**src/rtl/frame_tx_2m4.sv**
```systemverilog
// frame_tx_2m4 -- serial frame transmitter for the optical link.
//
// Accepts a parallel word over a valid/ready handshake and shifts it out one
// bit per bit tick, MSB first, framed as: SYNC word, DATA, optional even
// parity bit, STOP bits (all ones). A bit tick is the first Clk_24M cycle in
// which the divider output Clk_2M4 is seen high after being low.
//
// Optional feature: define FRAME_PARITY_EN to append one even-parity bit
// (XOR of the DATA bits) between DATA and STOP.
//
// Ports:
//   Clk_24M     in   1       system clock
//   Rst_n       in   1       synchronous active-low reset
//   Clk_2M4     in   1       bit clock from divider, synchronous to Clk_24M
//   Data_in     in   DATA_W  payload word, sampled only at the handshake
//   Data_valid  in   1       Data_in valid
//   Data_ready  out  1       transmitter can accept a word (registered)
//   Tx_out      out  1       serial line, idle level 1 (registered)
//   Tx_busy     out  1       frame in progress, i.e. state != IDLE (registered)
//   Frame_done  out  1       one-cycle pulse as the last stop bit period ends
module frame_tx_2m4 #(
  parameter int                DATA_W    = 16,
  parameter int                SYNC_W    = 8,
  parameter logic [SYNC_W-1:0] SYNC_WORD = 8'hA5,
  parameter int                STOP_BITS = 2
) (
  input  logic              Clk_24M,
  input  logic              Rst_n,
  input  logic              Clk_2M4,
  input  logic [DATA_W-1:0] Data_in,
  input  logic              Data_valid,
  output logic              Data_ready,
  output logic              Tx_out,
  output logic              Tx_busy,
  output logic              Frame_done
);

  // The counter holds "bits already sent in this field", so it must reach the
  // largest field length without wrapping.
  localparam int MAX_SD  = (SYNC_W > DATA_W) ? SYNC_W : DATA_W;
  localparam int MAX_FLD = (MAX_SD > STOP_BITS) ? MAX_SD : STOP_BITS;
  localparam int CNT_W   = $clog2(MAX_FLD + 1);
  localparam int FR_W    = SYNC_W + DATA_W;

  localparam logic [CNT_W-1:0] SYNC_LAST = CNT_W'(SYNC_W);
  localparam logic [CNT_W-1:0] DATA_LAST = CNT_W'(DATA_W);
  localparam logic [CNT_W-1:0] STOP_LAST = CNT_W'(STOP_BITS);
  localparam logic [CNT_W-1:0] CNT_ONE   = CNT_W'(1);

  typedef enum logic [2:0] {
    S_IDLE,
    S_ARMED,
    S_SYNC,
    S_DATA,
`ifdef FRAME_PARITY_EN
    S_PAR,
`endif
    S_STOP
  } state_t;

  state_t            state;
  logic              c_d;
  logic              tick;
  // SYNC and DATA share one shift register: the line always takes the MSB,
  // the counter only tracks where the field boundaries fall.
  logic [FR_W-1:0]   frame_sr;
  logic [CNT_W-1:0]  cnt;

`ifdef FRAME_PARITY_EN
  logic              par_q;

  function automatic logic even_par(input logic [DATA_W-1:0] d);
    return ^d;
  endfunction
`endif

  // Edge detect on the divider output; c_d clears on reset so a high
  // Clk_2M4 right after reset still counts as a tick.
  always_ff @(posedge Clk_24M) begin
    if (!Rst_n) c_d <= 1'b0;
    else        c_d <= Clk_2M4;
  end

  assign tick = Clk_2M4 & ~c_d;

  always_ff @(posedge Clk_24M) begin
    if (!Rst_n) begin
      state      <= S_IDLE;
      Tx_out     <= 1'b1;
      Data_ready <= 1'b0;
      Tx_busy    <= 1'b0;
      Frame_done <= 1'b0;
      frame_sr   <= '0;
      cnt        <= '0;
`ifdef FRAME_PARITY_EN
      par_q      <= 1'b0;
`endif
    end else begin
      Frame_done <= 1'b0;
      case (state)
        S_IDLE: begin
          if (Data_valid && Data_ready) begin
            frame_sr   <= {SYNC_WORD, Data_in};
`ifdef FRAME_PARITY_EN
            par_q      <= even_par(Data_in);
`endif
            cnt        <= '0;
            state      <= S_ARMED;
            Data_ready <= 1'b0;
            Tx_busy    <= 1'b1;
          end else begin
            Data_ready <= 1'b1;
          end
        end
        S_ARMED: begin
          if (tick) begin
            Tx_out   <= frame_sr[FR_W-1];
            frame_sr <= frame_sr << 1;
            cnt      <= CNT_ONE;
            state    <= S_SYNC;
          end
        end
        S_SYNC: begin
          // The tick that ends the last sync bit already sends DATA's MSB.
          if (tick) begin
            Tx_out   <= frame_sr[FR_W-1];
            frame_sr <= frame_sr << 1;
            if (cnt == SYNC_LAST) begin
              cnt   <= CNT_ONE;
              state <= S_DATA;
            end else begin
              cnt <= cnt + CNT_ONE;
            end
          end
        end
        S_DATA: begin
          if (tick) begin
            if (cnt == DATA_LAST) begin
`ifdef FRAME_PARITY_EN
              Tx_out <= par_q;
              state  <= S_PAR;
`else
              Tx_out <= 1'b1;
              cnt    <= CNT_ONE;
              state  <= S_STOP;
`endif
            end else begin
              Tx_out   <= frame_sr[FR_W-1];
              frame_sr <= frame_sr << 1;
              cnt      <= cnt + CNT_ONE;
            end
          end
        end
`ifdef FRAME_PARITY_EN
        S_PAR: begin
          if (tick) begin
            Tx_out <= 1'b1;
            cnt    <= CNT_ONE;
            state  <= S_STOP;
          end
        end
`endif
        S_STOP: begin
          // The line stays high through the end of the frame; the tick
          // after the last stop bit is the inter-frame idle bit's start.
          if (tick) begin
            Tx_out <= 1'b1;
            if (cnt == STOP_LAST) begin
              state      <= S_IDLE;
              Frame_done <= 1'b1;
              Tx_busy    <= 1'b0;
              Data_ready <= 1'b1;
            end else begin
              cnt <= cnt + CNT_ONE;
            end
          end
        end
        default: begin
          state      <= S_IDLE;
          Tx_out     <= 1'b1;
          Tx_busy    <= 1'b0;
          Data_ready <= 1'b0;
        end
      endcase
    end
  end

endmodule

```
**config.mk**
```make
export PLATFORM = sky130hd
export DESIGN_NAME = frame_tx_2m4
export DESIGN_NICKNAME = d
export VERILOG_FILES = /design/src/rtl/frame_tx_2m4.sv
export SDC_FILE = /design/constraint.sdc
export NUM_CORES = 1
export LEC_CHECK = 0
export CORE_MARGIN = 2
export CORE_UTILIZATION = 41
export CTS_BUF_LIST = sky130_fd_sc_hd__clkbuf_8
export CTS_CLUSTER_DIAMETER = 60
export DETAILED_ROUTE_END_ITERATION = 16
export GPL_TIMING_DRIVEN = 0
export PLACE_DENSITY = 0.6
export SYNTH_ARGS = -nofsm -noshare
export SYNTH_HDL_FRONTEND = slang
export SYNTH_SLANG_ARGS = --single-unit
export TNS_END_PERCENT = 50
```
**constraint.sdc**
```tcl
create_clock -name Clk_24M -period 4.65 [get_ports Clk_24M]
set_input_delay 0.93 -clock Clk_24M [delete_from_list [all_inputs] [get_ports Clk_24M]]
set_output_delay 0.93 -clock Clk_24M [all_outputs]
set_load 0.05 [all_outputs]
```
==> results of run 1 <==
cells by family (layout without fill, tap and decap cells):
group / after synthesis / in the layout / synth area share [%]
and+or+nand+nor: 79 / 79 / 21.4
muxes: 1 / 1 / 0.838
buffers and inverters: 23 / 54 / 6.29
DFF: 37 / 37 / 41.3
AOI/OAI and AO/OA: 67 / 67 / 27.1
xor gates and xnor gates: 2 / 2 / 0.978
adders and majority gates: 3 / 3 / 2.10
routing by layer:
metal / share of wire (%) / GRT usage, %
met1: 52 / 25.5
met2: 42 / 25.9
met3: 3.5 / 4.04
met4: 1.8 / 7.05
met5: 0 / 0
layout make-up:
| class | count | share of cell area (%) |
|---|---|---|
| inverters | 5 | 0.852 |
| clock buffers | 5 | 3.13 |
| multi-input cells | 152 | 42.6 |
| repair buffers | 23 | 10.5 |
| flip-flops and latches | 37 | 33.6 |
| clock inverters | 3 | 2.10 |
| well taps | 52 | 2.95 |
| plain buffers | 18 | 4.26 |
power breakdown:
part	internal, uW	total, uW	switching, uW
logic	69.3	161	91.7
clock network	161	286	126
registers	349	366	17.2
metrics by stage:
stage	hold WS [ps]	total power (uW)
3_5_place_dp	453	535
5_1_grt	490	854
3_3_place_gp	455	534
4_1_cts	475	822
2_1_floorplan	436	483
6_report	471	813
layout by cell type (no fill, tap or decap), types with 2 or more instances in the layout:
cell,instances
a311oi_1,15
nand2_1,29
clkbuf_8,5
o22ai_1,5
nand4_1,3
a211oi_1,3
nor2_1,22
a21oi_1,5
nor3_1,5
buf_4,4
a31oi_1,4
xor2_1,2
dfxtp_1,37
inv_1,5
nand2b_1,4
nand3_1,2
buf_2,3
clkbuf_1,10
o2bb2ai_1,3
o211ai_1,2
o21ai_0,19
ha_1,3
clkdlybuf4s50_1,23
nor2_2,2
o221a_2,4
sequential cells by signal, summed over array words and instances, names as in the netlist:
| signal | count |
|---|---|
| Data_ready | 1 |
| Frame_done | 1 |
| Tx_busy | 1 |
| Tx_out | 1 |
| c_d | 1 |
| cnt | 5 |
| frame_sr | 24 |
| state | 3 |
final timing paths:
kind	startpoint	end	cells after the start
worst max-delay path	Data_ready$_SDFFE_PN0P_	Data_ready	1
worst min-delay path	frame_sr[0]$_SDFFE_PN0P_	frame_sr[0]$_SDFFE_PN0P_	2
worst max register to register	cnt[0]$_SDFFE_PN0P_	cnt[3]$_SDFFE_PN0P_	8
worst min register to register	frame_sr[0]$_SDFFE_PN0P_	frame_sr[0]$_SDFFE_PN0P_	2
==> flow_metrics.env, run 1 <==
export IMPL_ir_drop_mv=0.157
export IMPL_leakagePower_uw=0.000757
export IMPL_viasPerCell=5.46
export IMPL_crit_path_end_kind="output pin"
export IMPL_slew_headroom_pct=64.0
export IMPL_rows=24
export IMPL_drive_gt1_share_pct=11.9
export IMPL_cts_repair_resized=0
export IMPL_h_tree_depth=2
export IMPL_tightest_slew_ps=533
export IMPL_num_io_pins=24
export IMPL_syn2layout_area_growth_pct=22.9
export IMPL_die_x_um=70.1
export IMPL_fin_area_mm2=0.00220
export IMPL_slowest_delay_ps=830
export IMPL_drtIter0Drc=78
export IMPL_io_buffers=23
export IMPL_place_hpwl_um=2840
export IMPL_dpl_cell_count=287
export IMPL_grt_start_max_net_pins=14
export IMPL_antenna_found_initial=0
export IMPL_synth_distinct_cells=44
export IMPL_fill_cells=437
export IMPL_vias=1610
export IMPL_gr_total_overflow=0
export IMPL_cts_root_buf="clkbuf_8"
export IMPL_crit_slowest_cell="clkdlybuf4s50_1"
export IMPL_dieArea_mm2=0.00491
export IMPL_diodes=0
export IMPL_drc=0
export IMPL_cts_tree="done"
export IMPL_fp_dieH_um=70.1
export IMPL_clock_skew_final_ps=3.58
export IMPL_multi_input_area_um2=938
export IMPL_arrival_ps=1530
export IMPL_initial_core_util_pct=41.7
export IMPL_ys_seq_area_share_pct=41.3
export IMPL_synth_top_cell_area_share_pct=41.3
export IMPL_postSynthAreaPerCell_um2=8.45
export IMPL_worstPathRequired_ps=3720
export IMPL_wirelength_um=4100
export IMPL_grtUsageTotal_pct=17.8
export IMPL_fin_util_pct=51.3
export IMPL_stdcell_count=295
export IMPL_clk_path_buf_depth=2
export IMPL_yosysWarnings=0
export IMPL_place_area_mm2=0.00209
export IMPL_finalHoldViolCount=0
export IMPL_rrSetupSlack_ps=2780
export IMPL_layout_min_cycle_time_ps=2460
export IMPL_cts_hold_fix_buffers=0
export IMPL_final_max_slew_violation_count=0
export IMPL_hold_class="reg2reg"
export IMPL_startpoint_type="flop"
export IMPL_nNetsFinal=265
export IMPL_synth_enable_flop_cells=0
export IMPL_cpLargestDelayFamily="buffers and inverters"
export IMPL_power_density_mw_per_mm2=369
export IMPL_crit_type="reg2out"
export IMPL_cap_viol_max_count=0
export IMPL_final_antenna_net_count=0
export IMPL_numClockSinks=37
export IMPL_ys_ff_latch=37
export IMPL_setup_violations=0
export IMPL_grt_pass1_wl_um=6980
export IMPL_routabilityCongestion=0.758
export IMPL_grt_pass1_vias=1415
export IMPL_synthFlopType="dfxtp_1"
export IMPL_synth_cells=212
export IMPL_setup_slack_ps=2190
export IMPL_coreArea_mm2=0.00429
export IMPL_cts_buffers=5
export IMPL_crit_fanout=5
export IMPL_syn_nets=235
export IMPL_cp_cell_sequence="clkdlybuf4s50_1"
export IMPL_syn_area_mm2=0.00179
export IMPL_regArea_um2=741
export IMPL_drt_first_pass_iters=4
export IMPL_post_cts_buffers=0
export IMPL_rsz0062_at_grt="no"
export IMPL_synth_commonest_cells="dfxtp_1 (37), nand2_1 (29), nor2_1 (22)"
export IMPL_wl_per_cell_um=13.9
export IMPL_yosysMostFrequentCell="dfxtp_1"
export IMPL_netlist_top_cell_by_area="dfxtp_1"
export IMPL_path_buf_inv=1
export IMPL_path_clk_slew_ps=80
export IMPL_final_period_utilization_pct=52.9
export IMPL_status="finished, final reports clean"
export IMPL_async_flop_share_pct=0
export IMPL_max_freq_ghz=0.407
export IMPL_place_ws_ps=1960
export IMPL_setup_tns_final_ps=0
export IMPL_synthTopCellsByArea="dfxtp_1 (41%), a311oi_1 (7.3%), nand2_1 (6.1%)"
export IMPL_insertion_delay_ps=300
No activity file was read; power rests on OpenSTA's default activity.
==> run 2, diff against run 1 <==
clock period = 2.4 ns   (was 4.65 ns; I/O delays follow)
==> results of run 2 <==
Same layout as run 1 (identical final DEF). Status: finished, final reports clean.
Main changes from that run: setup slack after placement 1960 ps -> 158 ps; setup slack after layout 2190 ps -> 392 ps; register-to-register setup slack 2780 ps -> 530 ps; total power 813 uW -> 1580 uW; worst IR drop on VDD 0.157 mV -> 0.305 mV
==> run 3, diff against run 2 <==
clock period = 2 ns   (was 2.4 ns; I/O delays follow)
==> flow_metrics.env, run 3 (same netlist as run 1, synthesis figures left out) <==
export IMPL_cts_tree="done"
export IMPL_cpLargestDelayFamily="buffers and inverters"
export IMPL_io_buffers=23
export IMPL_crit_type="reg2out"
export IMPL_dieArea_mm2=0.00491
export IMPL_initial_core_util_pct=41.7
export IMPL_final_common_cell="dfxtp_1"
export IMPL_cap_viol_max_count=0
export IMPL_total_power_uw=1890
export IMPL_rrSetupSlack_ps=190
export IMPL_final_period_utilization_pct=96.4
export IMPL_num_io_pins=24
export IMPL_leakagePower_uw=0.000762
export IMPL_cts_root_buf="clkbuf_8"
export IMPL_coreArea_mm2=0.00429
export IMPL_nNetsFinal=265
export IMPL_max_freq_ghz=0.519
export IMPL_ir_drop_mv=0.360
export IMPL_final_max_slew_violation_count=0
export IMPL_setup_violations=0
export IMPL_h_tree_depth=2
export IMPL_power_density_mw_per_mm2=856
export IMPL_drt_first_pass_iters=4
export IMPL_place_hpwl_um=2840
export IMPL_rows=24
export IMPL_tightest_slew_ps=524
export IMPL_grt_start_max_net_pins=14
export IMPL_die_x_um=70.1
export IMPL_hold_class="reg2reg"
export IMPL_crit_slowest_cell="clkdlybuf4s50_1"
export IMPL_viasPerCell=5.47
export IMPL_met2_usage_pct=25.9
export IMPL_fin_area_mm2=0.00221
export IMPL_drive_gt1_share_pct=12.8
export IMPL_fin_util_pct=51.5
export IMPL_final_cell_mix="dfxtp_1 (36), nand2_1 (29), clkdlybuf4s50_1 (23)"
export IMPL_place_area_mm2=0.00209
export IMPL_routabilityCongestion=0.758
export IMPL_worstPathRequired_ps=1600
export IMPL_drtIter0Drc=100
export IMPL_final_antenna_net_count=0
export IMPL_clock_skew_final_ps=4.49
export IMPL_layout_min_cycle_time_ps=1930
export IMPL_rsz0062_at_grt="no"
export IMPL_vias=1613
export IMPL_gr_total_overflow=0
export IMPL_drc=0
export IMPL_grt_util_met3_pct=4.04
export IMPL_grt_pass1_vias=1415
export IMPL_cts_buffers=5
export IMPL_finalHoldViolCount=0
export IMPL_insertion_delay_ps=290
export IMPL_largest_register="frame_sr"
export IMPL_wl_per_cell_um=13.9
export IMPL_grtUsageTotal_pct=17.8
export IMPL_largest_register_ffs=24
export IMPL_grtUsageMet1_pct=25.5
export IMPL_antenna_found_initial=0
export IMPL_startpoint_type="flop"
export IMPL_fp_dieH_um=70.1
export IMPL_clk_path_buf_depth=2
export IMPL_slew_headroom_pct=64.6
export IMPL_path_buf_inv=1
export IMPL_diodes=0
export IMPL_path_clk_slew_ps=80
export IMPL_arrival_ps=1530
export IMPL_status="finished, final reports clean"
export IMPL_reg_largest_list="frame_sr x24, cnt x5, state x3"
export IMPL_slowest_delay_ps=830
export IMPL_grt_pass1_wl_um=6980
export IMPL_syn2layout_area_growth_pct=23.4
export IMPL_grt_busiest_layer="met2"
export IMPL_cp_cell_sequence="clkdlybuf4s50_1"
export IMPL_crit_path_end_kind="output pin"
export IMPL_crit_fanout=5
export IMPL_numClockSinks=37
export IMPL_wirelength_um=4090
## run 3: cell types whose count changed in the layout (fill, tap and decap cells not counted), sizes merged
cell | before | now
buf | 8 | 7
clkbuf | 15 | 16
## run 3: path summary, 6_finish.rpt
path | from | end | cells past startpoint
setup / recovery | Data_ready$_SDFFE_PN0P_ | Data_ready | 1
hold reg to reg | frame_sr[0]$_SDFFE_PN0P_ | frame_sr[0]$_SDFFE_PN0P_ | 2
setup reg to reg | cnt[1]$_SDFFE_PN0P_ | cnt[3]$_SDFFE_PN0P_ | 8
hold / removal | frame_sr[0]$_SDFFE_PN0P_ | frame_sr[0]$_SDFFE_PN0P_ | 2
## run 3: power by group
group          switching (uW)  internal (uW)
clock                     290            373
combinational             214            165
sequential               40.1            811
## run 3: routing by layer
layer	part of all wire (%)	wire length [um]
met5	0	0
met2	43	1770
met1	52	2110
met3	3.8	156
met4	1.1	47
## run 3: area by class of cell
cell class	count	area (um2)
clock buffers	5	68.8
repair buffers	23	230
multi-input cells	152	938
flip-flops and latches	37	742
well taps	52	65.1
inverters	5	18.8
clock inverters	3	46.3
fillers	440	2080
plain buffers	18	101
## run 3: what timing repair did
| item | 4_1_cts | 5_1_grt |
|---|---|---|
| setup buffers | 0 | 0 |
| gates resized for setup | 0 | 5 |
| setup endpoints to repair | 0 | 10 |
| hold buffers | 0 | 0 |
## run 3: per-stage QoR
stage / worst slack (ps) / setup TNS (ps) / cells / hold slack, ps
after floorplan: 150 / 0 / 212 / 436
after global placement: -184 / -3050 / 287 / 455
after detailed placement: -162 / -2940 / 287 / 453
after CTS: 71.7 / 0 / 295 / 475
after global routing: 0.0613 / 0 / 295 / 490
final: 72.2 / 0 / 295 / 472
